## src/rtl/trig_route_gen.sv

```systemverilog
// Trigger router/conditioner: selects one source, detects level/edge events, emits a delayed,
// width-programmable pulse with arm/one-shot control, a saturating fire count and a heartbeat.
module trig_route_gen #(
  parameter int unsigned pNUM_SRC     = 4,
  parameter int unsigned pDELAY_WIDTH = 16,
  parameter int unsigned pPW_WIDTH    = 16,
  parameter int unsigned pCNT_WIDTH   = 16,
  parameter int unsigned pHB_WIDTH    = 23
) (
  input  logic                        ext_clock,
  input  logic                        resetn,
  input  logic [pNUM_SRC-1:0]         I_src,
  input  logic [$clog2(pNUM_SRC)-1:0] I_sel,
  input  logic                        I_edge_mode,
  input  logic [pDELAY_WIDTH-1:0]     I_delay,
  input  logic [pPW_WIDTH-1:0]        I_pulse_width,
  input  logic                        I_oneshot,
  input  logic                        I_arm,
  input  logic                        I_disarm,
  input  logic                        I_cnt_clr,
  output logic                        O_trig,
  output logic                        O_armed,
  output logic                        O_busy,
  output logic [pCNT_WIDTH-1:0]       O_trig_count,
  output logic                        O_heartbeat
);

  localparam int unsigned SelW = $clog2(pNUM_SRC);
  localparam int unsigned ExtW = 1 << SelW;

  localparam logic [1:0] StIdle  = 2'd0;
  localparam logic [1:0] StArmed = 2'd1;
  localparam logic [1:0] StDelay = 2'd2;
  localparam logic [1:0] StPulse = 2'd3;

  logic [1:0]              state_q, state_d;
  logic [pNUM_SRC-1:0]     src_q;
  logic [SelW-1:0]         sel_q;
  logic                    edge_q;
  logic [pDELAY_WIDTH-1:0] delay_q;
  logic [pPW_WIDTH-1:0]    pw_q;
  logic                    oneshot_q;
  logic [pDELAY_WIDTH-1:0] dcnt_q, dcnt_d;
  logic [pPW_WIDTH-1:0]    pcnt_q, pcnt_d;
  logic                    trig_q, trig_d;
  logic [pCNT_WIDTH-1:0]   cnt_q, cnt_d;
  logic [pHB_WIDTH-1:0]    hb_q;
  logic                    cfg_load;
  logic                    pulse_entry;
  logic                    evt;

  // Zero-extend so unused select codes read as a source that never goes high.
  logic [ExtW-1:0] src_ext, srcq_ext;
  assign src_ext  = ExtW'(I_src);
  assign srcq_ext = ExtW'(src_q);
  assign evt      = src_ext[sel_q] & (~edge_q | ~srcq_ext[sel_q]);

  always_comb begin
    state_d     = state_q;
    dcnt_d      = dcnt_q;
    pcnt_d      = pcnt_q;
    trig_d      = trig_q;
    cfg_load    = 1'b0;
    pulse_entry = 1'b0;
    if (I_disarm) begin
      state_d = StIdle;
      trig_d  = 1'b0;
    end else begin
      unique case (state_q)
        StIdle: begin
          if (I_arm) begin
            state_d  = StArmed;
            cfg_load = 1'b1;
          end
        end
        StArmed: begin
          if (evt) begin
            if (delay_q == '0) begin
              pulse_entry = 1'b1;
            end else begin
              state_d = StDelay;
              dcnt_d  = delay_q - pDELAY_WIDTH'(1);
            end
          end
        end
        StDelay: begin
          if (dcnt_q == '0) pulse_entry = 1'b1;
          else              dcnt_d      = dcnt_q - pDELAY_WIDTH'(1);
        end
        StPulse: begin
          if (pcnt_q == '0) begin
            trig_d  = 1'b0;
            state_d = oneshot_q ? StIdle : StArmed;
          end else begin
            pcnt_d = pcnt_q - pPW_WIDTH'(1);
          end
        end
        default: state_d = StIdle;
      endcase
    end
    // A zero width still yields a single-cycle pulse.
    if (pulse_entry) begin
      state_d = StPulse;
      trig_d  = 1'b1;
      pcnt_d  = (pw_q == '0) ? '0 : pw_q - pPW_WIDTH'(1);
    end
  end

  always_comb begin
    cnt_d = cnt_q;
    if (I_cnt_clr)                   cnt_d = '0;
    else if (pulse_entry && !(&cnt_q)) cnt_d = cnt_q + pCNT_WIDTH'(1);
  end

  always_ff @(posedge ext_clock or negedge resetn) begin
    if (!resetn) begin
      state_q   <= StIdle;
      src_q     <= '0;
      sel_q     <= '0;
      edge_q    <= 1'b0;
      delay_q   <= '0;
      pw_q      <= '0;
      oneshot_q <= 1'b0;
      dcnt_q    <= '0;
      pcnt_q    <= '0;
      trig_q    <= 1'b0;
      cnt_q     <= '0;
      hb_q      <= '0;
    end else begin
      state_q <= state_d;
      src_q   <= I_src;
      dcnt_q  <= dcnt_d;
      pcnt_q  <= pcnt_d;
      trig_q  <= trig_d;
      cnt_q   <= cnt_d;
      if (!trig_q) hb_q <= hb_q + pHB_WIDTH'(1);
      if (cfg_load) begin
        sel_q     <= I_sel;
        edge_q    <= I_edge_mode;
        delay_q   <= I_delay;
        pw_q      <= I_pulse_width;
        oneshot_q <= I_oneshot;
      end
    end
  end

  assign O_trig       = trig_q;
  assign O_armed      = (state_q == StArmed);
  assign O_busy       = (state_q == StDelay) || (state_q == StPulse);
  assign O_trig_count = cnt_q;
  assign O_heartbeat  = hb_q[pHB_WIDTH-1];

endmodule

```

## config.mk

```make
export PLATFORM = sky130hd
export DESIGN_NAME = trig_route_gen
export DESIGN_NICKNAME = d
export VERILOG_FILES = /design/src/rtl/trig_route_gen.sv
export SDC_FILE = /design/constraint.sdc
export NUM_CORES = 1
export LEC_CHECK = 0
export ABC_AREA = 0
export CORE_UTILIZATION = 45
export DETAILED_ROUTE_END_ITERATION = 6
export GPL_TIMING_DRIVEN = 0
export HOLD_SLACK_MARGIN = 0.1
export MAX_ROUTING_LAYER = met4
export PLACE_DENSITY = 0.65
export SETUP_SLACK_MARGIN = 0.3
export SLEW_MARGIN = 15
export SYNTH_ARGS = -nofsm -noshare
export SYNTH_HDL_FRONTEND = slang
export SYNTH_SLANG_ARGS = --single-unit
```

## constraint.sdc

```tcl
create_clock -name ext_clock -period 4.6 [get_ports ext_clock]
set_input_delay 0.92 -clock ext_clock [delete_from_list [all_inputs] [get_ports ext_clock]]
set_output_delay 0.92 -clock ext_clock [all_outputs]
set_load 0.01 [all_outputs]
```

==> summary.md, run 1 <==
| Metric | Value |
|---|---|
| RSZ-0062 raised after global routing | false |
| Reg-to-reg startpoint | state_q[0]$_DFFE_PN0P_ |
| Critical path capture point type | flip-flop |
| Ratio of cells with drive above 1 in the final layout | 14.61% |
| MaxCap Viol Count | 0 |
| Most area-hungry cell type in the Yosys netlist | dfrtp_1 |
| Nets | 794 |
| Sequential cell area | roughly 2900 um2 |
| Total grt overflow | 0 |
| CTS sink cnt | around 110 |
| Post-DP HPWL | 11.40 mm |
| Htree depth | 4 |
| Die X-Extent | ~120 um |
| Critical path, cell by cell | inv_1 > ha_1 > buf_2 > clkbuf_2 > clkbuf_2 > mux2i_1 > ha_1 > or4b_4 > a222oi_1 > buf_4 > o211ai_1 > xnor2_1 > a22oi_1 > o21ai_1 |
| RR Endpoint | dcnt_q[12]$_DFFE_PN0P_ |
| Critical path type | reg -> reg |
| Syn Nets | 710 |
| Initial DRC Count | approximately 550 |
| Via-per-instance ratio | 5.822 |
| Final critical-path required period | 3.869 ns |
| Delay-heaviest family, CP | buffers and inverters |
| Crit-path max cell delay | 0.51 ns |
| Placed cells | 899 |
| Vias in the first global route | approximately 5,300 |
| Leakage | 3.191 nW |
| Largest net degree at the start of global routing | 59 |
| Fin. Hold Viols | 0 |
| Netlist cell types | between 70 and 80 |
| Reg2reg path depth | 14 |
| CTS root buf | clkbuf_16 |
| Period utilization | between 80% and 90% |
| # DRC | 0 |
| Total Power | between 4 and 5 mW |
| CTS Buf Count | 17 |
| Slew Limit Headroom | between 30% and 40% |
| Final hold slack | 0.4476 ns |
| Area occupied by multi-input gates | around 3500 um2 |
| Worst setup SP type | flip-flop |
| Post-synthesis register bit count | ~110 |
| Final Max Slew Viols | 0 |
| Setup TNS Final | 0 ns |
| Yosys warnings | 0 |
| Synth top area cells | dfrtp_1 (44%), mux2_2 (6.9%), xnor2_1 (5.0%), nor2_1 (2.7%), a21oi_1 (2.6%) |
| RD Place Congestion | 0.8685 |
| Antenna fix cells | 0 |
| CTS Hold Buffers Added | 0 |
| Clk slew on worst S/H paths | 0.05 ns |
| Commonest cells post-synth | dfrtp_1 (114), nor2_1 (46), mux2_2 (40) |
| Worst path required time | 4.88 ns |
| DR vias | around 5,400 |
| First-pass DRT Iterations | 5 |
| R2r setup slk | 0.73 ns |
| Drt wl/cell | roughly 17 um |
| GRT Util Overall | between 20% and 30% |
| Most frequent cell after synthesis | dfrtp_1 |
| IO buf count | 62 |
| Filler Cell Count | 1,218 |
| CTS max path bufs | 2 |
| Row cnt | 43 |
| Worst Clk Skew | 0.009776 ns |
| Area Growth Syn to Fin | 23.64% |
| Hold Crit Class | in -> async |
| Max FO, Critical Path | 10 |
| CTS tree | done |
| Initial antenna violation count | 0 |
| Starting Density | 46.57% |
| Antenna viol nets, final | 0 |
| WL final | 16.11 mm |
| Synthesized instance count | around 660 |
| Ports | 65 |
| Post-synth ARST share | 100.0% |
| Synth Cell Area | 6515 um2 |
| Critical path data arrival time | 4.15 ns |
| Core ar. | 13,990 um2 |
| Top FF cell, synth | dfrtp_1 |
| Area share of the largest cell type after synthesis | 43.79% |
| Die area | 14,960 um2 |
| Final setup fails | 0 |
| Register area share after synthesis | between 40 and 50% |
| Synth Area per Inst | 9.931 um2 |
| Post-synth EDFFs | 0 |
| Slowest CP cell | or4b_4 |
| Worst VDD drop | 357.2 uV |
| Worst slew pin tran | 1.022 ns |
| Final cell count without fillers | approximately 930 |
| Status | finished, final reports clean |
| Max Fclk | around 260 MHz |
| Power Density | 533.7 nW/um2 |
| First-pass GRT wire length | 26.50 mm |
| Worst skew pair latency | 0.43 ns |
| WP buf/inv | 5 |
| Die height | 122.3 um |
-- cell families (layout without fill, tap and decap cells) --
group,Yosys count,in the layout,share of synthesized area (%)
muxes,58,58,9.871
adders and majority gates,9,9,1.728
buffers and inverters,39,136,2.343
DFF,114,114,43.79
AOI/OAI and AO/OA,136,136,14.27
xor gates and xnor gates,47,47,6.318
and+or+nand+nor,253,253,21.68
-- per-layer routing --
metal | track usage [%] | share of wire, % | vias up | wire length [um]
li1 | - | - | 2595 | -
met1 | 30.48 | 47 | 2675 | 7571
met2 | 36.10 | 47 | 140 | 7637
met3 | 5.716 | 4.2 | 22 | 674
met4 | 8.841 | 1.4 | 0 | 222
met5 | - | 0 | - | 0
-- cells in the final DEF, fill, tap and decap left out, types with 6 or more instances in the layout --
cell / instances
nand2_1: 39
nor4_1: 19
ha_1: 9
nand4_1: 15
and3_1: 11
clkdlybuf4s50_1: 61
xor2_1: 10
nand3_1: 22
inv_1: 16
a21boi_0: 7
clkbuf_16: 17
a21oi_1: 34
and2_1: 9
nor2b_1: 7
mux2i_1: 17
clkbuf_1: 12
o21ai_0: 26
xnor2_1: 37
dfrtp_1: 114
mux2_2: 40
a22oi_1: 7
or2_2: 6
nor2_1: 46
or3_1: 20
o21ai_1: 7
nor3_1: 25
-- per-stage QoR --
stage | utilization [%] | cell area, um2 | setup WS, ns
final | 57.58 | 8055 | 0.7307
after global routing | 57.58 | 8055 | 0.4668
after CTS | 57.57 | 8053 | 0.4504
after detailed placement | 52.83 | 7390 | 0.02384
after global placement | 52.62 | 7361 | -1.834
after floorplan | - | 6515 | 0.8103
-- layout make-up --
cell class | count | share of cell area [%]
Buffer | 23 | 1.180
Clock buffer | 23 | 6.182
Clock inverter | 9 | 1.864
Inverter | 16 | 0.7456
Multi-Input combinational cell | 503 | 43.57
Sequential cell | 114 | 35.41
Tap cell | 180 | 2.796
Timing Repair Buffer | 65 | 8.248
-- worst max-delay path by stage --
stage / startpoint / end / cells past startpoint / slack, ns
after floorplan: state_q[0]$_DFFE_PN0P_ / dcnt_q[12]$_DFFE_PN0P_ / 13 / 0.81
after global placement: resetn / hb_q[9]$_DFFE_PN0N_ / 1 / -1.83
after detailed placement: state_q[0]$_DFFE_PN0P_ / dcnt_q[12]$_DFFE_PN0P_ / 13 / 0.02
after CTS: state_q[0]$_DFFE_PN0P_ / dcnt_q[12]$_DFFE_PN0P_ / 14 / 0.45
after global routing: state_q[0]$_DFFE_PN0P_ / dcnt_q[12]$_DFFE_PN0P_ / 14 / 0.47
final: state_q[0]$_DFFE_PN0P_ / dcnt_q[12]$_DFFE_PN0P_ / 14 / 0.73
-- flip-flops by register name, summed over array words and instances (netlist names) --
name / count
dcnt_q: 16
sel_q: 2
O_trig_count: 16
pw_q: 16
hb_q: 23
state_q: 2
src_q: 4
O_trig: 1
pcnt_q: 16
oneshot_q: 1
edge_q: 1
delay_q: 16
-- timing repair --
item,4_1_cts,5_1_grt
gates resized for setup,0,3
setup buffers,2,0
setup endpoints to repair,4,4
pin swaps,1,0
-- report_power, final --
group          internal [mW]  leakage [nW]  switching [mW]  total [mW]
Clock                  0.974         0.315           0.462        1.44
Combinational          0.607          1.45           0.619        1.23
Sequential              1.29          1.42           0.349        1.64
Total                   2.87          3.19            1.43        4.30
(Power assumes the default switching activity.)
==> run 2: changes to the inputs <==
==> constraint.sdc (replaced) <==
create_clock -name ext_clock -period 4 [get_ports ext_clock]
set_input_delay 0.8 -clock ext_clock [delete_from_list [all_inputs] [get_ports ext_clock]]
set_output_delay 0.8 -clock ext_clock [all_outputs]
set_load 0.01 [all_outputs]
==> run 2 against run 1 <==
  * Maximum frequency rose by 11%
  * Highest routed layer unchanged
  * Critical endpoint unchanged
  * Largest cell class unchanged
  * Power is 10% higher
  * Clock skew shrank 0.00065 ns
==> summary.md, run 2 (synthesized netlist as in run 1, its figures left out) <==
| Metric | Value |
|---|---|
| Status | finished, final reports clean |
| Fin. Hold Viols | 0 |
| Drt wl/cell | 17.25 um |
| Critical path capture point type | flip-flop |
| Clk slew on worst S/H paths | 0.05 ns |
| DR vias | 5,447 |
| Die height | 122.3 um |
| Worst Clk Skew | 0.009127 ns |
| Initial DRC Count | about 430 |
| # DRC | 0 |
| CTS Hold Buffers Added | 0 |
| Top reg by flops | hb_q |
| Ports | 65 |
| Antenna fix cells | 0 |
| First-pass GRT wire length | approximately 27 mm |
| Final Max Slew Viols | 0 |
| Critical path data arrival time | approximately 3.8 ns |
| RD Place Congestion | 0.8721 |
| Die X-Extent | 122.3 um |
| Worst setup SP type | flip-flop |
| Initial antenna violation count | 0 |
| Worst skew pair latency | 0.41 ns |
| First-pass DRT Iterations | 5 |
| CTS root buf | clkbuf_16 |
| Power Density | 592.6 nW/um2 |
| Worst VDD drop | approximately 370 uV |
| Final critical-path required period | around 3.5 ns |
| CTS sink cnt | 114 |
| Nets | 795 |
| Post-DP HPWL | 11.44 mm |
| CTS Buf Count | 17 |
| Starting Density | around 47% |
| Die area | 14,960 um2 |
| Worst slew pin tran | between 0.9 and 1 ns |
| Htree depth | 4 |
| Via-per-instance ratio | 5.844 |
| CTS tree | done |
| Critical path type | reg -> reg |
| Most frequent cells in the layout | dfrtp_1 (114), clkdlybuf4s50_1 (61), nor2_1 (46), mux2_2 (40), nand2_1 (39) |
| Core ar. | 13,990 um2 |
| Area Growth Syn to Fin | 22.68% |
| Max Fclk | approximately 290 MHz |
| Slew Limit Headroom | 39.27% |
| IO buf count | 62 |
| Largest net degree at the start of global routing | 68 |
| Total grt overflow | 0 |
| Final setup fails | 0 |
| WL final | 16.08 mm |
| Vias in the first global route | about 5,500 |
| MaxCap Viol Count | 0 |
| Final hold slack | 0.3207 ns |
| GRT Util Overall | about a quarter |
| Max reg flops | 23 |
| Period utilization | about 87% |
| Placed cell area | 7391 um2 |
| Max FO, Critical Path | 10 |
| Antenna viol nets, final | 0 |
| RSZ-0062 raised after global routing | false |
| Filler Cell Count | 1,236 |
| Ratio of cells with drive above 1 in the final layout | 14.49% |
| Leakage | about 3.2 nW |
| Row cnt | between 40 and 50 |
| Most common cell after layout, fill and taps aside | dfrtp_1 |
| Worst path required time | 4.28 ns |
| Cell area after layout | 7993 um2 |
| Hold Crit Class | in -> async |
| CTS max path bufs | 2 |
[run 2: changes by cell type in the layout (fill, tap and decap cells not counted), moves of 2 or more]
cell	previous run	this run
buf_4	2	5
clkbuf_2	2	0
clkbuf_1	12	14
bufinv_16	4	1
[run 2: worst paths after layout]
check / start / cells after the start / slack [ns] / end
max: state_q[0]$_DFFE_PN0P_ / 14 / 0.51 / dcnt_q[12]$_DFFE_PN0P_
min: resetn / 1 / 0.32 / O_trig_count[4]$_DFFE_PN0P_
max reg2reg: state_q[0]$_DFFE_PN0P_ / 14 / 0.51 / dcnt_q[12]$_DFFE_PN0P_
min reg2reg: hb_q[15]$_DFFE_PN0N_ / 1 / 0.46 / hb_q[15]$_DFFE_PN0N_
max in group asynchronous: resetn / 2 / 2.99 / pcnt_q[0]$_DFFE_PN0P_
min in group ext_clock: hb_q[15]$_DFFE_PN0N_ / 1 / 0.46 / hb_q[15]$_DFFE_PN0N_
[run 2: final cells by class]
cell class | instances | area (um2) | area share, %
well taps | 180 | 225.2 | 2.818
clock buffers | 26 | 519.2 | 6.497
clock inverters | 4 | 47.55 | 0.5949
flip-flops and latches | 114 | 2853 | 35.69
inverters | 16 | 60.06 | 0.7514
repair buffers | 66 | 671.9 | 8.406
plain buffers | 23 | 100.1 | 1.252
multi-input cells | 503 | 3516 | 43.99
[run 2: timing repair]
item                       4_1_cts  5_1_grt
setup buffers                    2        1
resized for setup                2        5
setup endpoints to repair        4        4
pin swaps                        1        1
[run 2: metrics by stage]
step / TNS (ns) / power, mW / cells / setup WS [ns] / utilization (%)
floorplan: 0 / 2.840 / 656 / 0.3254 / -
global placement: -268.51 / 3.198 / 898 / -2.358 / 52.63
detailed placement: -1.365 / 3.272 / 899 / -0.4604 / 52.84
CTS: 0 / 4.746 / 931 / 0.3307 / 57.02
global route: 0 / 5.041 / 932 / 0.3487 / 57.14
finish: 0 / 4.737 / 932 / 0.5124 / 57.14
[run 2: layer usage]
metal	GRT usage (%)	wire length [um]	vias up
met5	-	0	-
met4	8.994	244	0
met3	5.855	754	22
met2	37.32	7682	158
met1	30.82	7398	2681
li1	-	-	2586
[run 2: critical path, stage by stage (launching register included)]
cell and delay (ns):
dfrtp_1 0.40, inv_1 0.10, ha_1 0.14, buf_2 0.20, buf_4 0.21, buf_4 0.22, mux2i_2 0.27, ha_2 0.22
or4b_4 0.47, a222oi_1 0.37, buf_4 0.20, o211ai_1 0.15, xnor2_1 0.17, a22oi_1 0.15, o21ai_1 0.08
[run 2: power breakdown]
group / switching (mW) / internal (mW) / total (mW)
Combinational: 0.702 / 0.709 / 1.41
Clock: 0.501 / 0.943 / 1.44
Sequential: 0.400 / 1.48 / 1.88
==> run 3: changes to the inputs <==
--- a/config.mk
+++ b/config.mk
@@ -13,7 +13,7 @@
 export MAX_ROUTING_LAYER = met4
 export PLACE_DENSITY = 0.65
 export SETUP_SLACK_MARGIN = 0.3
-export SLEW_MARGIN = 15
+export SKIP_CTS_REPAIR_TIMING = 1
 export SYNTH_ARGS = -nofsm -noshare
 export SYNTH_HDL_FRONTEND = slang
 export SYNTH_SLANG_ARGS = --single-unit
==> run 3 against run 2 <==
  * Maximum frequency down 2.4%
  * Combinational power about the same
  * Sequential power about the same
  * Clock-buffer cell count unchanged
  * First-iteration DRC count down 12%
  * Flip-flop and latch count unchanged
  * Clock skew up 0.00054 ns
==> summary.md, run 3 (synthesized netlist as in run 1, its figures left out) <==
| Metric | Value |
|---|---|
| Largest net degree at the start of global routing | 68 |
| Antenna viol nets, final | 0 |
| Vias in the first global route | 5,472 |
| CTS sink cnt | 114 |
| Die X-Extent | approximately 120 um |
| Drt wl/cell | around 17 um |
| Row cnt | 43 |
| Placed cell area | approximately 7400 um2 |
| Placed cells | around 900 |
| Max Fclk | 279.8 MHz |
| Critical path data arrival time | a little under 4 ns |
| CTS root buf | clkbuf_16 |
| Nets | roughly 800 |
| Clk slew on worst S/H paths | 0.05 ns |
| WL final | 16.10 mm |
| Layout Utilization | between 50% and 60% |
| Worst Clk Skew | just under 0.01 ns |
| Final Max Slew Viols | 0 |
| MaxCap Viol Count | 0 |
| Initial antenna violation count | 0 |
| Worst path required time | 4.28 ns |
| Max FO, Critical Path | 10 |
| Total grt overflow | 0 |
| Area Growth Syn to Fin | 22.57% |
| Cell area after layout | 7985 um2 |
| Via-per-instance ratio | 5.856 |
| RSZ-0062 raised after global routing | false |
| CTS Buf Count | 17 |
| Most common cell after layout, fill and taps aside | dfrtp_1 |
| Period utilization | just under 90% |
| GRT Util Overall | 24.18% |
| Final setup fails | 0 |
| Status | finished, final reports clean |
| Worst setup SP type | flip-flop |
| Slew Limit Headroom | between 40 and 50% |
| DR vias | between 5,000 and 6,000 |
| Hold Crit Class | in -> async |
| Die height | 122.3 um |
| Ratio of cells with drive above 1 in the final layout | 14.38% |
| Die area | roughly 15,000 um2 |
| Htree depth | 4 |
| Initial DRC Count | between 300 and 400 |
| First-pass GRT wire length | 27.10 mm |
| Ports | 65 |
| Leakage | 3.156 nW |
| Final WS setup | 0.4265 ns |
| DP Worst Slack | -0.4604 ns |
| Fin. Hold Viols | 0 |
| Final hold slack | 0.3174 ns |
| Final critical-path required period | 3.573 ns |
| IO buf count | 62 |
| CTS max path bufs | 2 |
| Total Power | 4.728 mW |
| Post-DP HPWL | between 10 and 15 mm |
| Critical path type | reg -> reg |
| Max reg flops | 23 |
| CTS tree | done |
| Setup TNS Final | 0 ns |
| Most frequent cells in the layout | dfrtp_1 (114), clkdlybuf4s50_1 (61), nor2_1 (46), mux2_2 (40), nand2_1 (39) |
| Top reg by flops | hb_q |
| # DRC | 0 |
| Worst VDD drop | 368.2 uV |
| Final cell count without fillers | roughly 930 |
| RD Place Congestion | around 0.87 |
| Worst slew pin tran | 0.8417 ns |
| Starting Density | 46.57% |
| Antenna fix cells | 0 |
| First-pass DRT Iterations | 5 |
| Core ar. | 13,990 um2 |
| Power Density | 592.1 nW/um2 |
| Worst skew pair latency | 0.42 ns |
| Critical path capture point type | flip-flop |
==> run 3: layout make-up <==
cell class	instances	area (um2)
Buffer	23	100.1
Clock buffer	26	519.2
Clock inverter	4	47.55
Fill cell	1235	6003
Inverter	16	60.06
Multi-Input combinational cell	503	3516
Sequential cell	114	2853
Tap cell	180	225.2
Timing Repair Buffer	65	664.4
==> run 3: critical path, cell delays in order, from the launching register on <==
cell and delay (ns):
dfrtp_1 0.40, inv_1 0.10, ha_1 0.14, buf_2 0.20, buf_4 0.22, buf_4 0.22
mux2i_2 0.27, ha_2 0.27, or4b_4 0.49, a222oi_1 0.37, buf_4 0.21, o211ai_1 0.15
xnor2_1 0.17, a22oi_1 0.15, o21ai_1 0.08
==> run 3: report_power, final <==
group          total [mW]  switching, mW  internal, mW
Clock                1.45          0.502         0.943
Sequential           1.88          0.400          1.48
Combinational        1.40          0.698         0.703
==> run 3: metal layers <==
metal  GRT usage [%]  share of wire, %  up-vias
met5               -                 0        -
met4           8.994               1.5        0
met3           5.855               5.0       22
met2           37.22                48      170
met1           30.79                46     2674
li1                -                 -     2586
==> run 3: path summary, 6_finish.rpt <==
kind / end / start / slack, ns / depth (start not counted)
setup reg to reg: dcnt_q[12]$_DFFE_PN0P_ / state_q[0]$_DFFE_PN0P_ / 0.43 / 14
min in group ext_clock: hb_q[15]$_DFFE_PN0N_ / hb_q[15]$_DFFE_PN0N_ / 0.46 / 1
setup / recovery: dcnt_q[12]$_DFFE_PN0P_ / state_q[0]$_DFFE_PN0P_ / 0.43 / 14
max in group asynchronous: pcnt_q[0]$_DFFE_PN0P_ / resetn / 2.99 / 2
hold reg to reg: hb_q[15]$_DFFE_PN0N_ / hb_q[15]$_DFFE_PN0N_ / 0.46 / 1
hold / removal: O_trig_count[4]$_DFFE_PN0P_ / resetn / 0.32 / 1
